[config.mk]
export PLATFORM = sky130hd
export DESIGN_NAME = ahbl_timer_slave_flat
export DESIGN_NICKNAME = d
export VERILOG_FILES = /design/src/rtl/ahbl_timer_slave_if.sv /design/src/rtl/ahbl_timer_slave.sv /design/src/flat_wrapper.sv
export SDC_FILE = /design/constraint.sdc
export NUM_CORES = 1
export LEC_CHECK = 0
export ABC_CLOCK_PERIOD_IN_PS = 7400
export CORE_ASPECT_RATIO = 1.2
export CORE_MARGIN = 8
export CORE_UTILIZATION = 50
export DETAILED_ROUTE_END_ITERATION = 12
export PLACE_DENSITY = 0.82
export SETUP_SLACK_MARGIN = 0.15
export SLEW_MARGIN = 20
export SYNTH_ARGS = -nofsm -noshare
export SYNTH_HDL_FRONTEND = slang
export SYNTH_SLANG_ARGS = --single-unit
[constraint.sdc]
create_clock -name HCLK -period 7.4 [get_ports HCLK]
set_clock_uncertainty 0.05 [all_clocks]
set_input_delay 1.48 -clock HCLK [delete_from_list [all_inputs] [get_ports HCLK]]
set_output_delay 1.48 -clock HCLK [all_outputs]
set_load 0.05 [all_outputs]
[src/rtl/ahbl_timer_slave_if.sv]
// AHB-Lite slave-side bus bundle for the peripheral timer.
// The master modport drives the request; the slave returns ready and read data.
interface ahbl_timer_slave_if;
    logic        HSEL;
    logic [31:0] HADDR;
    logic [1:0]  HTRANS;
    logic        HWRITE;
    logic [31:0] HWDATA;
    logic        HREADY;
    logic        HREADYOUT;
    logic [31:0] HRDATA;

    modport master (
        output HSEL, HADDR, HTRANS, HWRITE, HWDATA, HREADY,
        input  HREADYOUT, HRDATA
    );

    modport slave (
        input  HSEL, HADDR, HTRANS, HWRITE, HWDATA, HREADY,
        output HREADYOUT, HRDATA
    );
endinterface

[src/rtl/ahbl_timer_slave.sv]
// AHB-Lite 32-bit down-counting timer with prescaler, one-shot mode
// and a level interrupt; zero-wait-state register interface.
module ahbl_timer_slave #(
    parameter int PRE_W = 16
) (
    input  logic                HCLK,
    input  logic                HRESETn,
    ahbl_timer_slave_if.slave   bus,
    output logic                IRQ
);

    localparam logic [2:0] A_CTRL   = 3'd0;
    localparam logic [2:0] A_PRE    = 3'd1;
    localparam logic [2:0] A_LOAD   = 3'd2;
    localparam logic [2:0] A_COUNT  = 3'd3;
    localparam logic [2:0] A_STATUS = 3'd4;

    logic             dp_valid_q, dp_valid_d;
    logic             dp_write_q, dp_write_d;
    logic [2:0]       dp_addr_q,  dp_addr_d;
    logic             en_q, en_d;
    logic             oneshot_q, oneshot_d;
    logic             ie_q, ie_d;
    logic [PRE_W-1:0] pre_q, pre_d;
    logic [PRE_W-1:0] pre_cnt_q, pre_cnt_d;
    logic [31:0]      load_q, load_d;
    logic [31:0]      count_q, count_d;
    logic             to_q, to_d;

    logic             wr;
    logic             wr_ctrl, wr_pre, wr_load, wr_count, wr_status;
    logic             tick;
    logic [31:0]      pre_rd;
    logic [31:0]      rdata;
    logic             unused_bits;

    assign unused_bits = ^{bus.HADDR[31:5], bus.HADDR[1:0], bus.HTRANS[0]};

    always_comb begin
        dp_valid_d = bus.HSEL & bus.HTRANS[1] & bus.HREADY;
        dp_write_d = dp_write_q;
        dp_addr_d  = dp_addr_q;
        if (dp_valid_d) begin
            dp_write_d = bus.HWRITE;
            dp_addr_d  = bus.HADDR[4:2];
        end
    end

    assign wr        = dp_valid_q & dp_write_q;
    assign wr_ctrl   = wr && (dp_addr_q == A_CTRL);
    assign wr_pre    = wr && (dp_addr_q == A_PRE);
    assign wr_load   = wr && (dp_addr_q == A_LOAD);
    assign wr_count  = wr && (dp_addr_q == A_COUNT);
    assign wr_status = wr && (dp_addr_q == A_STATUS);

    assign tick = en_q && (pre_cnt_q == pre_q);

    always_comb begin
        en_d      = en_q;
        oneshot_d = oneshot_q;
        ie_d      = ie_q;
        pre_d     = pre_q;
        load_d    = load_q;
        count_d   = count_q;
        to_d      = to_q;
        pre_cnt_d = pre_cnt_q;

        if (!en_q || tick) begin
            pre_cnt_d = '0;
        end else begin
            pre_cnt_d = pre_cnt_q + PRE_W'(1);
        end

        if (wr_status && bus.HWDATA[0]) begin
            to_d = 1'b0;
        end

        if (tick) begin
            if (count_q != 32'd0) begin
                count_d = count_q - 32'd1;
            end else begin
                to_d = 1'b1;
                if (oneshot_q) begin
                    en_d = 1'b0;
                end else begin
                    count_d = load_q;
                end
            end
        end

        // Bus writes are applied last so they override timer side effects.
        if (wr_ctrl) begin
            en_d      = bus.HWDATA[0];
            oneshot_d = bus.HWDATA[1];
            ie_d      = bus.HWDATA[2];
            if (!bus.HWDATA[0]) begin
                pre_cnt_d = '0;
            end
        end
        if (wr_pre) begin
            pre_d = bus.HWDATA[PRE_W-1:0];
        end
        if (wr_load) begin
            load_d = bus.HWDATA;
        end
        if (wr_count) begin
            count_d = bus.HWDATA;
        end
    end

    always_ff @(posedge HCLK or negedge HRESETn) begin
        if (!HRESETn) begin
            dp_valid_q <= 1'b0;
            dp_write_q <= 1'b0;
            dp_addr_q  <= 3'd0;
            en_q       <= 1'b0;
            oneshot_q  <= 1'b0;
            ie_q       <= 1'b0;
            pre_q      <= '0;
            pre_cnt_q  <= '0;
            load_q     <= 32'd0;
            count_q    <= 32'd0;
            to_q       <= 1'b0;
        end else begin
            dp_valid_q <= dp_valid_d;
            dp_write_q <= dp_write_d;
            dp_addr_q  <= dp_addr_d;
            en_q       <= en_d;
            oneshot_q  <= oneshot_d;
            ie_q       <= ie_d;
            pre_q      <= pre_d;
            pre_cnt_q  <= pre_cnt_d;
            load_q     <= load_d;
            count_q    <= count_d;
            to_q       <= to_d;
        end
    end

    always_comb begin
        pre_rd = 32'd0;
        pre_rd[PRE_W-1:0] = pre_q;
    end

    always_comb begin
        rdata = 32'd0;
        if (dp_valid_q && !dp_write_q) begin
            case (dp_addr_q)
                A_CTRL:   rdata = {29'd0, ie_q, oneshot_q, en_q};
                A_PRE:    rdata = pre_rd;
                A_LOAD:   rdata = load_q;
                A_COUNT:  rdata = count_q;
                A_STATUS: rdata = {31'd0, to_q};
                default:  rdata = 32'd0;
            endcase
        end
    end

    assign bus.HRDATA    = rdata;
    assign bus.HREADYOUT = 1'b1;
    assign IRQ           = to_q & ie_q;

endmodule
[src/flat_wrapper.sv]
// flat-port wrapper written by rule: the top's interface ports become plain ports
module ahbl_timer_slave_flat 
#(
    parameter int PRE_W = 16
)
  (HCLK, HRESETn, IRQ, bus_HSEL, bus_HADDR, bus_HTRANS, bus_HWRITE, bus_HWDATA, bus_HREADY, bus_HREADYOUT, bus_HRDATA);
  ahbl_timer_slave_if bus_i ();
  input  logic HCLK;
  input  logic HRESETn;
  output logic IRQ;
  input wire logic [$bits(bus_i.HSEL)-1:0] bus_HSEL;
  input wire logic [$bits(bus_i.HADDR)-1:0] bus_HADDR;
  input wire logic [$bits(bus_i.HTRANS)-1:0] bus_HTRANS;
  input wire logic [$bits(bus_i.HWRITE)-1:0] bus_HWRITE;
  input wire logic [$bits(bus_i.HWDATA)-1:0] bus_HWDATA;
  input wire logic [$bits(bus_i.HREADY)-1:0] bus_HREADY;
  output wire logic [$bits(bus_i.HREADYOUT)-1:0] bus_HREADYOUT;
  output wire logic [$bits(bus_i.HRDATA)-1:0] bus_HRDATA;
  assign bus_i.HSEL = bus_HSEL;
  assign bus_i.HADDR = bus_HADDR;
  assign bus_i.HTRANS = bus_HTRANS;
  assign bus_i.HWRITE = bus_HWRITE;
  assign bus_i.HWDATA = bus_HWDATA;
  assign bus_i.HREADY = bus_HREADY;
  assign bus_HREADYOUT = bus_i.HREADYOUT;
  assign bus_HRDATA = bus_i.HRDATA;
  ahbl_timer_slave #(.PRE_W(PRE_W)) u_core (.HCLK(HCLK), .HRESETn(HRESETn), .bus(bus_i), .IRQ(IRQ));
endmodule
==> out/metrics.yaml <==
clock_network:
  cts_sinks: 105
  cts_setup_buffers: 0
  cts_buffer_depth: 2
  cts_root_buffer: "clkbuf_16"
  post_cts_resized: 0
  htreeDepth: 3
  clkLatencyLatePin_ns: 0.35
  path_clk_slew_ns: 0.07
  numCtsBuffers: 9
  cts_tree: "yes"
  ctsHoldBuffers: 0
cells_and_area:
  nFillCells: 977
  drive_gt1_share_pct: 13.0
  most-common-layout-cells: "dfrtp_1 (105), clkdlybuf4s50_1 (72), nor2_1 (63)"
  diodes: 0
  layout_commonest_cell: "dfrtp_1"
  finalNetCount: 737
  area_growth_pct: 18.5
  final_area_um2: 7270
die:
  boundaryPins: 105
  die_h_um: 137
  start_util_pct: 50.9
  row_count: 44
  die-width_um: 117
  coreArea_um2: 12100
  dieArea_um2: 16100
setup_path:
  crit_slowest_cell: "clkdlybuf4s50_1"
  required_ns: 5.87
  critPathKind: "flip-flop to primary output"
  cp_max_fo: 20
  cp.buffers_inverters: 1
  crit_family: "simple AND/OR/NAND/NOR gates"
  cp-start-kind: "flip-flop"
  arrival_ns: 3.24
  r2r-start: "u_core.count_q[23]$_DFFE_PN0P_"
  critical_path.endpoint_type: "primary output"
  rr_worst_depth: 6
  r2r_end: "u_core.count_q[23]$_DFFE_PN0P_"
  r2r_slack_ns: 3.59
  worstSetupStartpoint: "u_core.dp_addr_q[2]$_DFFE_PN0P_"
  path_cells: "o21ai_0, nand3b_1, or2_2, nor2_1, clkdlybuf4s50_1"
  cpPeakStageDelay_ns: 0.82
sta:
  maxSlewViolCount: 0
  relSlewSlack_pct: 28.0
  period_needed_ns: 4.77
  rsz0062_at_grt: "no"
  fin_crit_sh_pct: 64.5
  holdWs_ns: 0.468
  fin_setup_tns_ns: 0
  fmax_ghz: 0.210
  worst-slew-pin-transition_ns: 1.08
  hold_viol_final: 0
  setup_violations: 0
grt:
  antenna_found_initial: 0
  grt_pass1_vias: 5314
  grt_util_all_layers_pct: 20.7
  grt_max_degree: 55
  gr-total-overflow: 0
  grt_pass1_wl_mm: 26.6
worst_hold_path:
  min_to: "u_core.load_q[15]$_DFFE_PN0P_"
  worstHoldPathCells: 1
  min_path_type: "flip-flop to flip-flop"
  min_from: "u_core.load_q[15]$_DFFE_PN0P_"
detailed_routing:
  ant_nets: 0
  routed_wl_mm: 16.1
  detail_route.iter0.violations: 417
  vias: 5224
  wl_per_cell_um: 19.4
  drc: 0
  vias_per_cell: 6.30
  dr.pass1.iters: 5
placement:
  gp_congestion: 0.851
  dpl_cell_area_um2: 6960
  dp_hpwl_mm: 11.0
  port_buffers: 73
synthesis:
  yosysSeqAreaShare_pct: 42.8
  syn_avg_cell_area_um2: 10.0
  async_reset_ff_share_pct: 100
  synth.net_count: 688
  synth_area_um2: 6140
  synth_flop_cell: "dfrtp_1"
  synth.area.top_cells: "dfrtp_1 (43%), mux2_2 (8.8%), xnor2_1 (5.1%)"
  yosys_warnings: 0
  synth_edf_count: 0
  synthCells: 614
  synth_top_cell_by_area: "dfrtp_1"
  post_synth_num_cell_types: 50
  yosysTopAreaCellShare_pct: 42.8
  synth.ff_latch_count: 105
power_and_ir_drop:
  p_leak_nw: 2.95
  ir_drop_uv: 144
  p_total_mw: 2.24
  power.density_nw_per_um2: 308
run:
  cap_violations: 0
status:
  outcome: "finished clean"
registers in the layout, indices dropped and copies added, names as in the netlist:
signal,cells
u_core.count_q,32
u_core.dp_addr_q,3
u_core.dp_valid_q,1
u_core.dp_write_q,1
u_core.en_q,1
u_core.ie_q,1
u_core.load_q,32
u_core.oneshot_q,1
u_core.pre_cnt_q,16
u_core.pre_q,16
u_core.to_q,1
synth_stat cells, types with 11 or more instances:
cell	instances
nand2_1	24
mux2_1	19
xor2_1	14
a22oi_1	29
nand3_1	21
a211oi_1	18
or3_1	11
dfrtp_1	105
nor2_1	63
nor4_1	12
a221o_1	25
clkbuf_1	33
a21oi_1	38
mux2_2	48
and3_1	11
nor3_1	19
o21ai_0	13
xnor2_1	36
power breakdown:
| part | internal, mW | switching [mW] |
|---|---|---|
| registers | 0.738 | 0.215 |
| logic | 0.363 | 0.421 |
| clock network | 0.283 | 0.220 |
logic make-up (layout without fill, tap and decap cells):
logic type,Yosys count,after routing,share of synthesized area (%)
and+or+nand+nor,192,192,15.9
AOI/OAI and AO/OA,143,143,16.9
DFF,105,105,42.8
muxes,70,70,13.0
xor gates and xnor gates,50,50,7.14
buffers and inverters,50,104,3.67
adders and majority gates,3,3,0.612
other,1,1,0.0611
final cells by class:
class | count | area, um^2 | area share, %
Tap cell | 161 | 201 | 2.77
Clock inverter | 5 | 61.3 | 0.843
Timing Repair Buffer | 81 | 788 | 10.8
Clock buffer | 11 | 253 | 3.47
Sequential cell | 105 | 2630 | 36.1
Multi-Input combinational cell | 459 | 3320 | 45.6
Inverter | 7 | 26.3 | 0.361
routing by layer:
metal / track usage [%] / share of wire [%] / up-vias
li1: - / - / 2382
met1: 26.0 / 42 / 2611
met2: 34.6 / 49 / 201
met3: 3.64 / 6.9 / 30
met4: 8.34 / 2.0 / 0
met5: 0 / 0 / -
worst max-delay path by stage:
stage                     depth (start not counted)  slack (ns)        endpoint
after floorplan                                   5        3.72  bus_HRDATA[20]
after global placement                            5        3.02  bus_HRDATA[12]
after detailed placement                          5        2.96   bus_HRDATA[6]
after CTS                                         5        2.58   bus_HRDATA[6]
after global routing                              5        2.43   bus_HRDATA[5]
final                                             5        2.63   bus_HRDATA[3]
through the flow:
stage | cells | worst slack, ns | util [%]
floorplan | 614 | 3.72 | -
global placement | 813 | 3.02 | 57.6
detailed placement | 813 | 2.96 | 57.7
CTS | 829 | 2.58 | 60.3
global route | 829 | 2.43 | 60.3
finish | 829 | 2.63 | 60.3
worst reg2reg max path, stage by stage (launching register included):
cell and delay (ns):
dfrtp_1 0.46, nor4_1 0.45, nand2_1 0.26, or3_1 0.85, o211ai_4 0.48, and2_1 0.90
a221o_1 0.30
No activity file was read; power rests on OpenSTA's default activity.
